[src/rtl/interfaz_memoria.sv]
`default_nettype none
// ============================================================================
//  Module   : interfaz_memoria
//  Purpose  : Single-request memory access sequencer with ack wait and timeout.
//  Revision : 1.0  initial release
// ============================================================================
module interfaz_memoria #(
    parameter int ANCHO      = 16,
    parameter int ESPERA_MAX = 8
) (
    input  logic             Reloj,
    input  logic             Reiniciar,
    input  logic             Solicitud,
    input  logic             Escribir,
    input  logic [ANCHO-1:0] DireccionIn,
    input  logic [ANCHO-1:0] DatoIn,
    output logic [ANCHO-1:0] DatoOut,
    output logic             Ocupado,
    output logic             Listo,
    output logic             Error,
    output logic [ANCHO-1:0] MemDir,
    output logic [ANCHO-1:0] MemDatoEsc,
    input  logic [ANCHO-1:0] MemDatoLec,
    output logic             MemLeer,
    output logic             MemEscribir,
    input  logic             MemAck
);

    localparam logic [1:0] REPOSO = 2'd0;
    localparam logic [1:0] ACCESO = 2'd1;
    localparam logic [1:0] FIN    = 2'd2;
    localparam logic [1:0] FALLA  = 2'd3;

    localparam logic [3:0] C_ULTIMA_ESPERA = 4'(ESPERA_MAX - 1);

    logic [1:0]       estado_q,    estado_d;
    logic [3:0]       espera_q,    espera_d;
    logic             escribir_q,  escribir_d;
    logic [ANCHO-1:0] dir_q,       dir_d;
    logic [ANCHO-1:0] dato_esc_q,  dato_esc_d;
    logic [ANCHO-1:0] dato_lec_q,  dato_lec_d;

    always_comb begin
        estado_d   = estado_q;
        espera_d   = espera_q;
        escribir_d = escribir_q;
        dir_d      = dir_q;
        dato_esc_d = dato_esc_q;
        dato_lec_d = dato_lec_q;
        case (estado_q)
            REPOSO: begin
                if (Solicitud) begin
                    dir_d      = DireccionIn;
                    dato_esc_d = DatoIn;
                    escribir_d = Escribir;
                    espera_d   = 4'd0;
                    estado_d   = ACCESO;
                end
            end
            ACCESO: begin
                // An ack on the final wait edge still completes normally.
                if (MemAck) begin
                    estado_d = FIN;
                    if (!escribir_q) begin
                        dato_lec_d = MemDatoLec;
                    end
                end else begin
                    espera_d = espera_q + 4'd1;
                    if (espera_q == C_ULTIMA_ESPERA) begin
                        estado_d = FALLA;
                    end
                end
            end
            FIN:     estado_d = REPOSO;
            FALLA:   estado_d = REPOSO;
            default: estado_d = REPOSO;
        endcase
    end

    always_ff @(posedge Reloj or negedge Reiniciar) begin
        if (!Reiniciar) begin
            estado_q   <= REPOSO;
            espera_q   <= 4'd0;
            escribir_q <= 1'b0;
            dir_q      <= '0;
            dato_esc_q <= '0;
            dato_lec_q <= '0;
        end else begin
            estado_q   <= estado_d;
            espera_q   <= espera_d;
            escribir_q <= escribir_d;
            dir_q      <= dir_d;
            dato_esc_q <= dato_esc_d;
            dato_lec_q <= dato_lec_d;
        end
    end

    // Strobes decode from state so an asynchronous reset removes them at once.
    assign Ocupado     = (estado_q == ACCESO);
    assign Listo       = (estado_q == FIN) || (estado_q == FALLA);
    assign Error       = (estado_q == FALLA);
    assign MemLeer     = (estado_q == ACCESO) && !escribir_q;
    assign MemEscribir = (estado_q == ACCESO) &&  escribir_q;
    assign MemDatoEsc  = ((estado_q == ACCESO) && escribir_q) ? dato_esc_q : '0;
    assign MemDir      = dir_q;
    assign DatoOut     = dato_lec_q;

endmodule
`default_nettype wire

[config.mk]
export PLATFORM = sky130hd
export DESIGN_NAME = interfaz_memoria
export DESIGN_NICKNAME = d
export VERILOG_FILES = /design/src/rtl/interfaz_memoria.sv
export SDC_FILE = /design/constraint.sdc
export NUM_CORES = 1
export LEC_CHECK = 0
export ABC_AREA = 1
export BUFFER_PORTS_ARGS = -buffer_cell sky130_fd_sc_hd__buf_2
export CAP_MARGIN = 5
export CORE_ASPECT_RATIO = 1.75
export CORE_MARGIN = 8
export CORE_UTILIZATION = 30
export DETAILED_ROUTE_END_ITERATION = 12
export GPL_ROUTABILITY_DRIVEN = 1
export GPL_TIMING_DRIVEN = 0
export PLACE_DENSITY = 0.58
export REMOVE_ABC_BUFFERS = 1
export SLEW_MARGIN = 20
export SYNTH_ARGS = -nofsm -noshare
export SYNTH_HDL_FRONTEND = slang
export SYNTH_SLANG_ARGS = --single-unit
[constraint.sdc]
create_clock -name Reloj -period 1.67 [get_ports Reloj]
set_input_delay 0.167 -clock Reloj [delete_from_list [all_inputs] [get_ports Reloj]]
set_output_delay 0.167 -clock Reloj [all_outputs]
set_load 0.005 [all_outputs]
==> impl_metrics.json, run 1 <==
{
  "status": "finished, final reports clean",
  "fmax_mhz": 658,
  "cts_setup_buffers": 0,
  "worstPathRequired_ns": 1.50,
  "core_area_sq_um": 7860,
  "min_delay_path_depth": 3,
  "finalClockSkew_ns": 0.00438,
  "routed_wl_microns": 6100,
  "finalSetupViolCount": 0,
  "groute.usage.overall_pct": 11.0,
  "cts_tree": "yes",
  "synth_seq_cells": 55,
  "period_share_pct": 91.0,
  "dp_hpwl_microns": 4620,
  "die_area_sq_um": 11300,
  "yosys-top-cells-area": "dfrtp_1, nand2_1, o21ai_2",
  "clock-sinks": 55,
  "cp_max_fo": 16,
  "post-route-min-period_ns": 1.52,
  "syn_area_sq_um": 2410,
  "finalInstanceArea_sq_um": 3110,
  "grt_pass1_wl_microns": 10300,
  "grt_max_degree": 56,
  "peakVddDrop_mv": 0.668,
  "ff2ff_setup_slack_ns": 0.18,
  "synth_top_cell_by_area": "dfrtp_1",
  "overflow": 0,
  "grt_pass1_vias": 2099,
  "place_inst": 450,
  "worst_setup_path_start_kind": "register",
  "cts.clk_slew.worst_paths_ns": 0.07,
  "vias_per_cell": 4.42,
  "place_congestion": 0.713,
  "finalSetupTns_ns": 0,
  "hold_class": "input pin to register",
  "vias": 2029,
  "worstMarginPinSlew_ns": 0.705,
  "worst-endpoint-arrival_ns": 1.35,
  "cts_buffer_depth": 2,
  "rsz0062_at_grt": "no",
  "end_kind": "output port",
  "worstHoldStart": "DireccionIn[2]",
  "routedWlPerCell_microns": 13.3,
  "synth_seq_area_share_pct": 57.1,
  "ys_types": 20,
  "root_buffer": "clkbuf_16",
  "die_w_microns": 83.8,
  "drt_iter0_drc": 81,
  "regToRegEndpoint": "escribir_q",
  "p_per_area_nw_per_um2": 1550,
  "dieHeight_microns": 135,
  "netlist_instances": 267,
  "clk_latency_ns": 0.29,
  "instances_no_fill": 459,
  "place.port_buffers": 105,
  "synth_top_area_share_pct": 57.1,
  "first_pass_iters": 4,
  "avgSynthCellArea_sq_um": 9.03,
  "layout.nets": 422,
  "mostFrequentLayoutCells": "nand2_1, buf_2, dfrtp_1",
  "synthToLayoutAreaGrowth_pct": 28.8,
  "cts_buffers": 5,
  "reg2reg_from": "estado_q[0]",
  "final_common_cell": "nand2_1",
  "leakage_nw": 1.79,
  "rr_worst_depth": 5,
  "hold_violations": 0,
  "placed_area_sq_um": 2950,
  "cap_violations": 0,
  "ctsHtreeMaxLevel": 2,
  "yosys_warnings": 0,
  "drc": 0,
  "num_rows": 43,
  "pin_count": 106,
  "diodes": 0,
  "final_antenna_net_count": 0,
  "hold_end": "MemDir[2]",
  "path_class": "register to output port",
  "max-slew-margin-rel_pct": 53.0,
  "start_util_pct": 30.7,
  "antenna_found_initial": 0,
  "drive_gt1_share_pct": 37.1,
  "drv_slew": 0
}
-- what timing repair did --
action / 4_1_cts / 5_1_grt
gates cloned: 0 / 0
endpoints found under the hold margin: 55 / 0
hold buffers: 1 / 0
setup endpoints to repair: 22 / 34
gates resized for setup: 1 / 4
-- registers in the layout, summed over array words and instances, names as in the netlist --
register	cells
DatoOut	16
espera_q	4
MemDir	16
estado_q	2
dato_esc_q	16
escribir_q	1
-- cell usage after synthesis (all sizes together) --
master / number
clkbuf: 1
ha: 1
o21ai: 17
nor2: 26
nand3: 18
nand3b: 1
mux2i: 1
inv: 24
nor3b: 1
nand2: 110
dfrtp: 55
a21oi: 1
buf: 11
-- cell type report --
class	instances	area, sq um
fill	841	4750
sequential	55	1380
multi-input combinational	176	838
timing repair buffer	106	538
clock buffer	6	129
tap	90	113
inverter	24	100
clock inverter	2	12.5
-- where the power goes --
part           switching, mW  internal, mW  total (mW)
Combinational          0.958         0.694        1.65
Clock                  0.474         0.555        1.03
Sequential             0.266          1.88        2.14
Total                   1.70          3.13        4.82
-- worst max path at each step --
stage,from,end,slack [ns],cells past startpoint
detailed placement,estado_q[0],escribir_q,-0.07,5
global placement,estado_q[0],escribir_q,-0.04,5
floorplan,estado_q[0],dato_esc_q[0],0.32,5
global route,estado_q[1],MemDatoEsc[5],0.04,6
CTS,estado_q[1],MemDatoEsc[1],0.04,6
finish,escribir_q,MemDatoEsc[14],0.15,5
-- stage by stage --
step / utilization (%) / setup slack (ns) / total power [mW] / hold slack (ns)
2_1_floorplan: - / 0.322 / 3.09 / -0.129
3_3_place_gp: 37.5 / -0.0417 / 3.82 / 0.362
3_5_place_dp: 37.5 / -0.0723 / 3.88 / 0.275
4_1_cts: 39.5 / 0.0413 / 4.94 / 0.0580
5_1_grt: 39.6 / 0.0393 / 5.24 / 0.0727
6_report: 39.6 / 0.151 / 4.82 / 0.0670
-- layer usage --
layer	track usage, %	part of all wire [%]	wire [microns]	vias to the layer above
li1	-	-	-	1018
met1	12.1	40	2460	935
met2	19.1	52	3150	69
met3	3.68	6.6	404	7
met4	4.05	1.5	90	0
met5	0	0	0	-
-- kinds of logic after synthesis --
group                      Yosys count  synth area share (%)
DFF                                 55                  57.1
buffers and inverters               36                  8.20
adders and majority gates            1                 0.519
AOI/OAI and AO/OA                   18                  6.38
and+or+nand+nor                    156                  27.4
muxes                                1                 0.415
-- critical path, stage by stage (launching register included) --
cell	delay (ns)
dfrtp_1	0.45
inv_1	0.13
nor2_4	0.16
inv_4	0.10
nor2_1	0.09
buf_2	0.12
Power figures use the tool's default switching activity.
==> run 2: changes to the inputs <==
--- a/config.mk
+++ b/config.mk
@@ -8,13 +8,15 @@
 export ABC_AREA = 1
 export BUFFER_PORTS_ARGS = -buffer_cell sky130_fd_sc_hd__buf_2
 export CAP_MARGIN = 5
+export CELL_PAD_IN_SITES_DETAIL_PLACEMENT = 1
+export CELL_PAD_IN_SITES_GLOBAL_PLACEMENT = 1
 export CORE_ASPECT_RATIO = 1.75
 export CORE_MARGIN = 8
 export CORE_UTILIZATION = 30
 export DETAILED_ROUTE_END_ITERATION = 12
 export GPL_ROUTABILITY_DRIVEN = 1
 export GPL_TIMING_DRIVEN = 0
-export PLACE_DENSITY = 0.58
+export PLACE_DENSITY = 0.75
 export REMOVE_ABC_BUFFERS = 1
 export SLEW_MARGIN = 20
 export SYNTH_ARGS = -nofsm -noshare
==> run 2 against run 1 <==
Compared with the run above:
- sequential power is essentially flat
- hold slack improved by 0.0066 ns
- combinational power about the same
- register-to-register slack better by 0.03 ns
- wire length rose by 7.6%
- via count is 3.1% higher
- first-iteration DRC count is 51% lower
- core utilization barely moved
- clock power down 4%
- design area down 0.12%
- worst setup slack got worse by 0.0068 ns
- critical path type unchanged
- critical endpoint is now MemDatoEsc[8]
- largest cell class unchanged
- largest power group unchanged
==> impl_metrics.json, run 2 (synthesized netlist as in run 1, its figures left out) <==
{
  "place_congestion": 0.731,
  "combinationalPowerShare_pct": 34.8,
  "ctsHtreeMaxLevel": 2,
  "drc": 0,
  "dp_slack_ns": -0.0430,
  "fmax_mhz": 655,
  "grt_max_degree": 56,
  "final_common_cell": "nand2_1",
  "pin_count": 106,
  "clock-sinks": 55,
  "hold_class": "input pin to register",
  "fin_ws_ns": 0.144,
  "p_clk_share_pct": 20.6,
  "start_util_pct": 30.7,
  "diodes": 0,
  "mostFrequentLayoutCells": "nand2_1, buf_2, dfrtp_1",
  "path_class": "register to output port",
  "worst_setup_path_start_kind": "register",
  "dp_hpwl_microns": 5070,
  "overflow": 0,
  "regToRegEndpoint": "escribir_q",
  "vias_per_cell": 4.56,
  "first_pass_iters": 4,
  "die_area_sq_um": 11300,
  "cp-endpoint": "MemDatoEsc[8]",
  "placed_area_sq_um": 2950,
  "p_per_area_nw_per_um2": 1550,
  "fill_cells": 962,
  "cp_max_fo": 16,
  "worstPathRequired_ns": 1.50,
  "num_rows": 43,
  "drt_iter0_drc": 40,
  "rsz0062_at_grt": "no",
  "swShare_pct": 35.0,
  "finalInstanceArea_sq_um": 3100,
  "worstMarginPinSlew_ns": 0.695,
  "reg2reg_from": "estado_q[0]",
  "drv_slew": 0,
  "rr_worst_depth": 5,
  "cts_buffers": 5,
  "routedWlPerCell_microns": 14.3,
  "finalSetupViolCount": 0,
  "dieHeight_microns": 135,
  "busiest_layer": "met2",
  "grt_pass1_vias": 2270,
  "clk_latency_ns": 0.28,
  "root_buffer": "clkbuf_16",
  "max-slew-margin-rel_pct": 53.7,
  "cap_violations": 0,
  "final_antenna_net_count": 0,
  "synthToLayoutAreaGrowth_pct": 28.6,
  "cts_tree": "yes",
  "die_w_microns": 83.8,
  "seqPwrFrac_pct": 44.6,
  "cts_buffer_depth": 2,
  "place.port_buffers": 105,
  "cts_setup_buffers": 0,
  "hold_violations": 0,
  "antenna_found_initial": 0,
  "drive_gt1_share_pct": 36.9,
  "grt_util_met3_pct": 3.86,
  "finalClockSkew_ns": 0.00483,
  "core_area_sq_um": 7860,
  "groute.usage.overall_pct": 12.1,
  "switchingPower_mw": 1.69,
  "crit_path_start": "estado_q[1]",
  "gr-usage-met2_pct": 21.6,
  "grt_pass1_wl_microns": 11400,
  "worst-endpoint-arrival_ns": 1.36,
  "post-route-min-period_ns": 1.53,
  "cts.clk_slew.worst_paths_ns": 0.07,
  "end_kind": "output port",
  "layout.nets": 422,
  "peakVddDrop_mv": 0.555,
  "routed_wl_microns": 6570,
  "period_share_pct": 91.4,
  "ff2ff_setup_slack_ns": 0.21,
  "vias": 2091,
  "use_met1_pct": 13.0,
  "status": "finished, final reports clean",
  "intPower_mw": 3.13,
  "leakage_nw": 1.79
}
-- run 2: changes by cell type in the layout (fill, tap and decap cells not counted), sizes merged --
| cell | change |
|---|---|
| clkbuf | +1 |
| clkinvlp | -1 |
-- run 2: how the worst min path moves through the flow --
stage | start | endpoint | cells past startpoint
final | DireccionIn[14] | MemDir[14] | 3
after global placement | DireccionIn[4] | MemDir[4] | 3
after detailed placement | Reiniciar | DatoOut[3] | 1
after CTS | DireccionIn[11] | MemDir[11] | 3
after global routing | DireccionIn[13] | MemDir[13] | 3
after floorplan | Reiniciar | DatoOut[0] | 0
-- run 2: power by group through the flow --
stage / clock, mW / combinational (mW) / sequential [mW]
floorplan: 0 / 0.903 / 2.18
global placement: 0 / 1.67 / 2.15
CTS: 1.05 / 1.75 / 2.15
detailed placement: 0 / 1.74 / 2.18
finish: 0.991 / 1.68 / 2.15
global route: 1.08 / 1.96 / 2.22
-- run 2: critical path, cell delays in order, from the launching register on --
cell	delay [ns]
dfrtp_1	0.42
inv_2	0.09
nand2_4	0.10
nor2_4	0.13
inv_4	0.09
nor2_1	0.11
buf_2	0.13
-- run 2: metal layers --
metal  share of wire, %  vias to the layer above  wire (microns)
li1                   -                     1016               -
met3                6.3                       12             415
met2                 53                       74            3490
met5                  0                        -               0
met4                1.8                        0             116
met1                 39                      989            2550
-- run 2: layout make-up --
cell class                 instances  area, sq um  area share, %
multi-input combinational        176          838           27.0
sequential                        55         1380           44.4
timing repair buffer             106          538           17.3
clock inverter                     1         5.00          0.161
clock buffer                       7          133           4.27
inverter                          24          100           3.23
tap                               90          113           3.63
-- run 2: timing repair --
| item | in CTS | in global routing |
|---|---|---|
| endpoints found under the hold margin | 55 | 0 |
| hold buffers | 1 | 0 |
| pin swaps | 0 | 0 |
| gates resized for setup | 1 | 4 |
| endpoints found under the setup margin | 17 | 27 |
-- run 2: stage by stage --
stage | std cells | TNS, ns | hold slack (ns) | util (%) | total power [mW]
2_1_floorplan | 255 | 0 | -0.129 | - | 3.09
3_3_place_gp | 450 | -0.00385 | 0.361 | 37.5 | 3.82
3_5_place_dp | 450 | -0.0740 | 0.271 | 37.5 | 3.92
4_1_cts | 459 | 0 | 0.0633 | 39.4 | 4.95
5_1_grt | 459 | 0 | 0.0730 | 39.5 | 5.26
6_report | 459 | 0 | 0.0736 | 39.5 | 4.82
